### src/rtl/mdu_pkg.sv
// Shared encodings for the multiply/divide sequencer: op codes, FSM states
// and the HI/LO reset value.
package mdu_pkg;

  localparam logic [1:0] MDU_MULT  = 2'b00;
  localparam logic [1:0] MDU_MULTU = 2'b01;
  localparam logic [1:0] MDU_DIV   = 2'b10;
  localparam logic [1:0] MDU_DIVU  = 2'b11;

  typedef enum logic [1:0] {
    ST_IDLE = 2'b00,
    ST_RUN  = 2'b01,
    ST_FIX  = 2'b10
  } mdu_state_t;

  // Every bit of HI and LO resets to this value.
  localparam logic HILO_RST_BIT = 1'b0;

endpackage

### src/rtl/mdu_sign_fix.sv
// Combinational conditional two's-complement negate.
// Used for operand magnitudes at accept and for result sign correction.
module mdu_sign_fix #(
  parameter int W = 32
) (
  input  logic         neg,
  input  logic [W-1:0] a,
  output logic [W-1:0] y
);

  assign y = neg ? (~a + W'(1)) : a;

endmodule

### src/rtl/mdu_sequencer.sv
// Iterative shift-add multiply / restoring divide owning HI and LO.
// Define MDU_DIV_EN to build the divide datapath; otherwise div/divu starts are ignored.
module mdu_sequencer
  import mdu_pkg::*;
#(
  parameter int WIDTH = 32
) (
  input  logic             clk,
  input  logic             rst,
  input  logic             start,
  input  logic [1:0]       op,
  input  logic [WIDTH-1:0] rs_val,
  input  logic [WIDTH-1:0] rt_val,
  input  logic             mthi,
  input  logic             mtlo,
  input  logic [WIDTH-1:0] wdata,
  output logic             busy,
  output logic             done,
  output logic [WIDTH-1:0] hi,
  output logic [WIDTH-1:0] lo
);

  localparam int CW = $clog2(WIDTH);

  mdu_state_t         state;
  logic [CW-1:0]      cnt;
  logic               neg_q;
  logic [WIDTH-1:0]   opb;
  // Multiply: {upper accumulator, multiplier}. Divide: {remainder, quotient}.
  logic [2*WIDTH-1:0] prod;

  logic               signed_op;
  logic               accept_ok;
  logic               accept;
  logic [WIDTH-1:0]   rs_abs;
  logic [WIDTH-1:0]   rt_abs;
  logic [WIDTH:0]     add_sum;
  logic [2*WIDTH:0]   mul_pre;
  logic [2*WIDTH-1:0] mul_next;
  logic [2*WIDTH-1:0] step_next;
  logic [2*WIDTH-1:0] prod_fix;
  logic [WIDTH-1:0]   fix_hi;
  logic [WIDTH-1:0]   fix_lo;

  assign busy      = (state != ST_IDLE);
  assign signed_op = (op == MDU_MULT) || (op == MDU_DIV);
  assign accept    = (state == ST_IDLE) && start && accept_ok;

  mdu_sign_fix #(.W(WIDTH)) u_rs_abs (
    .neg(signed_op & rs_val[WIDTH-1]), .a(rs_val), .y(rs_abs));
  mdu_sign_fix #(.W(WIDTH)) u_rt_abs (
    .neg(signed_op & rt_val[WIDTH-1]), .a(rt_val), .y(rt_abs));
  mdu_sign_fix #(.W(2*WIDTH)) u_prod_fix (
    .neg(neg_q), .a(prod), .y(prod_fix));

  assign add_sum  = {1'b0, prod[2*WIDTH-1:WIDTH]} + {1'b0, opb};
  assign mul_pre  = prod[0] ? {add_sum, prod[WIDTH-1:0]} : {1'b0, prod};
  assign mul_next = mul_pre[2*WIDTH:1];

`ifdef MDU_DIV_EN
  logic [1:0]       op_q;
  logic             rneg_q;
  logic             dz_q;
  logic [WIDTH:0]   r_sh;
  logic [WIDTH+1:0] diff;
  logic [2*WIDTH-1:0] div_next;
  logic [WIDTH-1:0] quo_fix;
  logic [WIDTH-1:0] rem_fix;

  assign accept_ok = 1'b1;
  assign r_sh      = {prod[2*WIDTH-1:WIDTH], prod[WIDTH-1]};
  assign diff      = {1'b0, r_sh} - {2'b00, opb};
  // A borrow out of the trial subtract means restore and shift in a 0.
  assign div_next  = diff[WIDTH+1] ? {r_sh[WIDTH-1:0], prod[WIDTH-2:0], 1'b0}
                                   : {diff[WIDTH-1:0], prod[WIDTH-2:0], 1'b1};
  assign step_next = op_q[1] ? div_next : mul_next;

  mdu_sign_fix #(.W(WIDTH)) u_quo_fix (
    .neg(neg_q), .a(prod[WIDTH-1:0]), .y(quo_fix));
  mdu_sign_fix #(.W(WIDTH)) u_rem_fix (
    .neg(rneg_q), .a(prod[2*WIDTH-1:WIDTH]), .y(rem_fix));

  // Divide by zero leaves the dividend in the remainder naturally; only LO needs forcing.
  always_comb begin
    fix_hi = prod_fix[2*WIDTH-1:WIDTH];
    fix_lo = prod_fix[WIDTH-1:0];
    if (op_q[1]) begin
      fix_hi = rem_fix;
      fix_lo = dz_q ? {WIDTH{1'b1}} : quo_fix;
    end
  end
`else
  assign accept_ok = ~op[1];
  assign step_next = mul_next;

  always_comb begin
    fix_hi = prod_fix[2*WIDTH-1:WIDTH];
    fix_lo = prod_fix[WIDTH-1:0];
  end
`endif

  always_ff @(posedge clk) begin
    if (rst) begin
      state <= ST_IDLE;
      cnt   <= '0;
      hi    <= {WIDTH{HILO_RST_BIT}};
      lo    <= {WIDTH{HILO_RST_BIT}};
      done  <= 1'b0;
      neg_q <= 1'b0;
      opb   <= '0;
      prod  <= '0;
`ifdef MDU_DIV_EN
      op_q   <= MDU_MULT;
      rneg_q <= 1'b0;
      dz_q   <= 1'b0;
`endif
    end else begin
      done <= 1'b0;
      case (state)
        ST_IDLE: begin
          if (accept) begin
            prod  <= {{WIDTH{1'b0}}, rs_abs};
            opb   <= rt_abs;
            neg_q <= signed_op & (rs_val[WIDTH-1] ^ rt_val[WIDTH-1]);
            cnt   <= CW'(WIDTH - 1);
            state <= ST_RUN;
`ifdef MDU_DIV_EN
            op_q   <= op;
            rneg_q <= signed_op & rs_val[WIDTH-1];
            dz_q   <= (rt_val == '0);
`endif
          end else begin
            if (mthi) hi <= wdata;
            if (mtlo) lo <= wdata;
          end
        end
        ST_RUN: begin
          prod <= step_next;
          if (cnt == '0) state <= ST_FIX;
          else           cnt   <= cnt - CW'(1);
        end
        ST_FIX: begin
          hi    <= fix_hi;
          lo    <= fix_lo;
          done  <= 1'b1;
          state <= ST_IDLE;
        end
        default: state <= ST_IDLE;
      endcase
    end
  end

endmodule

### config.mk
export PLATFORM = sky130hd
export DESIGN_NAME = mdu_sequencer
export DESIGN_NICKNAME = d
export VERILOG_FILES = /design/src/rtl/mdu_pkg.sv /design/src/rtl/mdu_sign_fix.sv /design/src/rtl/mdu_sequencer.sv
export SDC_FILE = /design/constraint.sdc
export NUM_CORES = 1
export LEC_CHECK = 0
export BUFFER_PORTS_ARGS = -buffer_cell sky130_fd_sc_hd__buf_4
export CORE_MARGIN = 5
export CORE_UTILIZATION = 55
export DETAILED_ROUTE_END_ITERATION = 7
export PLACE_DENSITY = 0.76
export RECOVER_POWER = 25
export SLEW_MARGIN = 15
export SYNTH_ARGS = -nofsm -noshare
export SYNTH_HDL_FRONTEND = slang
export SYNTH_SLANG_ARGS = --single-unit
### constraint.sdc
create_clock -name clk -period 8.3 [get_ports clk]
set_input_delay 0.83 -clock clk [delete_from_list [all_inputs] [get_ports clk]]
set_output_delay 0.83 -clock clk [all_outputs]
set_load 0.05 [all_outputs]
==> flow_summary.toml <==
[worst_setup_path]
arrival_ns = 3.96
cp-end-kind = "flop"
path_common_cell = "a21boi_0"
path_max_fanout = 5
cp_slowest_stage_delay_ns = 0.65
critical_path_class = "reg2reg"
cp-startpoint = "prod[32]$_SDFFE_PP0P_"
reg2reg_from = "prod[32]$_SDFFE_PP0P_"
crit_path_cell_trace = "ha_1 -> inv_1 -> fa_1 -> nor2b_1 -> o2111ai_1 -> a21boi_0 -> o31ai_1 -> o41ai_1 -> a21boi_0 -> o21ba_2 -> o32ai_1"
critPathLaunchType = "flop"
cp.required_ns = 8.64
cp_slowest_cell = "o41ai_1"

[sta]
setup_tns_ns = 0
fin_skew_ns = 0.00863
tightest_slew_ns = 1.16
finalHoldViolations = 0
rsz0062_at_grt = "no"
fmax_mhz = 276
final.period_utilization_pct = 43.7
setup_viol = 0
finalCriticalPeriod_ns = 3.63
drv_slew = 0
relSlewSlack_pct = 22.8

[global_route]
grt_pass1_vias = 10200
grt_overflow = 0
antenna_found_initial = 0
grt_pass1_wl_um = 53400
grt_usage_pct = 29.2
grt_max_degree = 99

[routing]
avgRoutedWirePerCell_um = 19.3
first_pass_iters = 8
ant_nets = 0
vias_per_cell = 6.34
num_vias = 11200
routed_wl_um = 34200
drc = 10
drt_iter0_drc = 1136

[outcome]
status = "complete, but fails checks"
violations = "DRC"

[cts]
numClockSinks = 169
h-tree-depth = 4
path_clk_slew_ns = 0.07
ctsResizeCount = 0
cts-root-buf = "clkbuf_16"
clockBufferDepth = 2
cts_tree = "yes"
post-cts-setup-buffer-count = 0
cts_hold_buf = 0
numCtsBuffers = 17
insertion_delay_ns = 0.44

[finish]
syn2layout_area_growth_pct = 15.3
final_common_cell = "nor2_1"
drive_above_1_share_pct = 12.1
final_cell_mix = "nor2_1, dfxtp_1, a21oi_1"
fill_cells = 1817
n_antenna_cell = 0
nets = 1636

[synth]
synth_flop_cell = "dfxtp_1"
ys_seq_area_share_pct = 30.8
netlist_instances = 1396
ys_async_sr_fraction_pct = 0
yosysWarnings = 0
syn-num-nets = 1537
synth_edf_count = 0
syn_area_per_cell_um2 = 7.86
syn_area_mm2 = 0.0110
yosysTopAreaCell = "dfxtp_1"
synth_top_area_share_pct = 30.8
synth-seq-cells = 169
synth.area.top_cells = "dfxtp_1, nor2_1, xor2_1"
yosysUniqueCellTypes = 74

[floorplan]
die_h_um = 151
initial_core_util_pct = 56.2
die-area_mm2 = 0.0229
fp-row-count = 51
ios = 169
die_w_um = 151
core_area_mm2 = 0.0195

[placed_design]
place_congestion = 0.903
portBuffers = 168
dpl.hpwl_um = 25400

[power_and_ir_drop]
power_density_mw_per_mm2 = 181
peakVddDrop_mv = 0.140
power_mw = 2.29
p_leak_nw = 4.90

[worst_hold_path]
min-delay-start = "hi[3]$_SDFFE_PP0P_"
holdCritPathClass = "reg2reg"

[flow_run]
drv_cap = 0
[final cells by class]
| type | instances | area (µm²) | area share, % |
|---|---|---|---|
| multi-input cells | 1102 | 7130 | 56.4 |
| flip-flops and latches | 169 | 3380 | 26.7 |
| clock buffers | 17 | 425 | 3.36 |
| repair buffers | 177 | 1110 | 8.81 |
| inverters | 28 | 105 | 0.831 |
| well taps | 265 | 332 | 2.62 |
| clock inverters | 15 | 160 | 1.27 |
[worst paths after layout]
path	slack (ns)	cells after the start	to
worst max register to register	4.67	11	prod[63]$_SDFFE_PP0P_
worst min register to register	0.46	2	hi[3]$_SDFFE_PP0P_
worst min-delay path	0.46	2	hi[3]$_SDFFE_PP0P_
worst max-delay path	4.67	11	prod[63]$_SDFFE_PP0P_
[where the power goes]
| group | total (mW) | internal, mW | switching, mW |
|---|---|---|---|
| Sequential | 0.920 | 0.866 | 0.0546 |
| Clock | 0.797 | 0.425 | 0.372 |
| Combinational | 0.572 | 0.191 | 0.381 |
[per-layer routing]
| metal | track usage, % | wire (µm) |
|---|---|---|
| met1 | 41.2 | 14800 |
| met2 | 45.5 | 15700 |
| met5 | 0 | 0 |
| met3 | 5.83 | 3000 |
| met4 | 8.34 | 758 |
[kinds of logic (layout without fill, tap and decap cells)]
family,count (synthesis),count (layout),share of synthesized area (%)
flops,169,169,30.8
simple gates,460,460,20.3
mux,13,13,1.27
buf+inv,125,237,4.36
compound gates,458,458,28.3
fa+ha+maj,38,38,4.40
xor+xnor,133,133,10.6
[cell usage after synthesis (all sizes together) (32+ instances only)]
cell type and count:
nand2 93, nor2 198, a222oi 32, ha 37, clkbuf 90, dfxtp 169
a21oi 121, xor2 83, xnor2 50, o21ai 67, a211oi 52
[critical path, delay by kind of cell (launching register included)]
family / cells / cell delay (ns)
adders and majority gates: 2 / 0.57
buffers and inverters: 1 / 0.06
and+or+nand+nor: 1 / 0.25
AOI/OAI and AO/OA: 7 / 2.25
DFF: 1 / 0.40
[per-stage QoR]
step	area (µm²)	util, %	worst slack, ns	hold WS (ns)	std cells
finish	12700	64.8	4.67	0.464	1773
floorplan	11000	-	5.33	0.441	1396
CTS	12900	65.9	4.66	0.467	1773
detailed placement	12300	62.9	4.77	0.451	1741
global placement	12300	62.9	4.90	0.449	1741
global route	12700	64.8	4.26	0.481	1773
[sequential cells by signal (all words and copies together) (netlist names)]
name   cells
lo        32
cnt        5
done       1
neg_q      1
prod      64
opb       32
hi        32
state      2
Power figures use the tool's default switching activity.
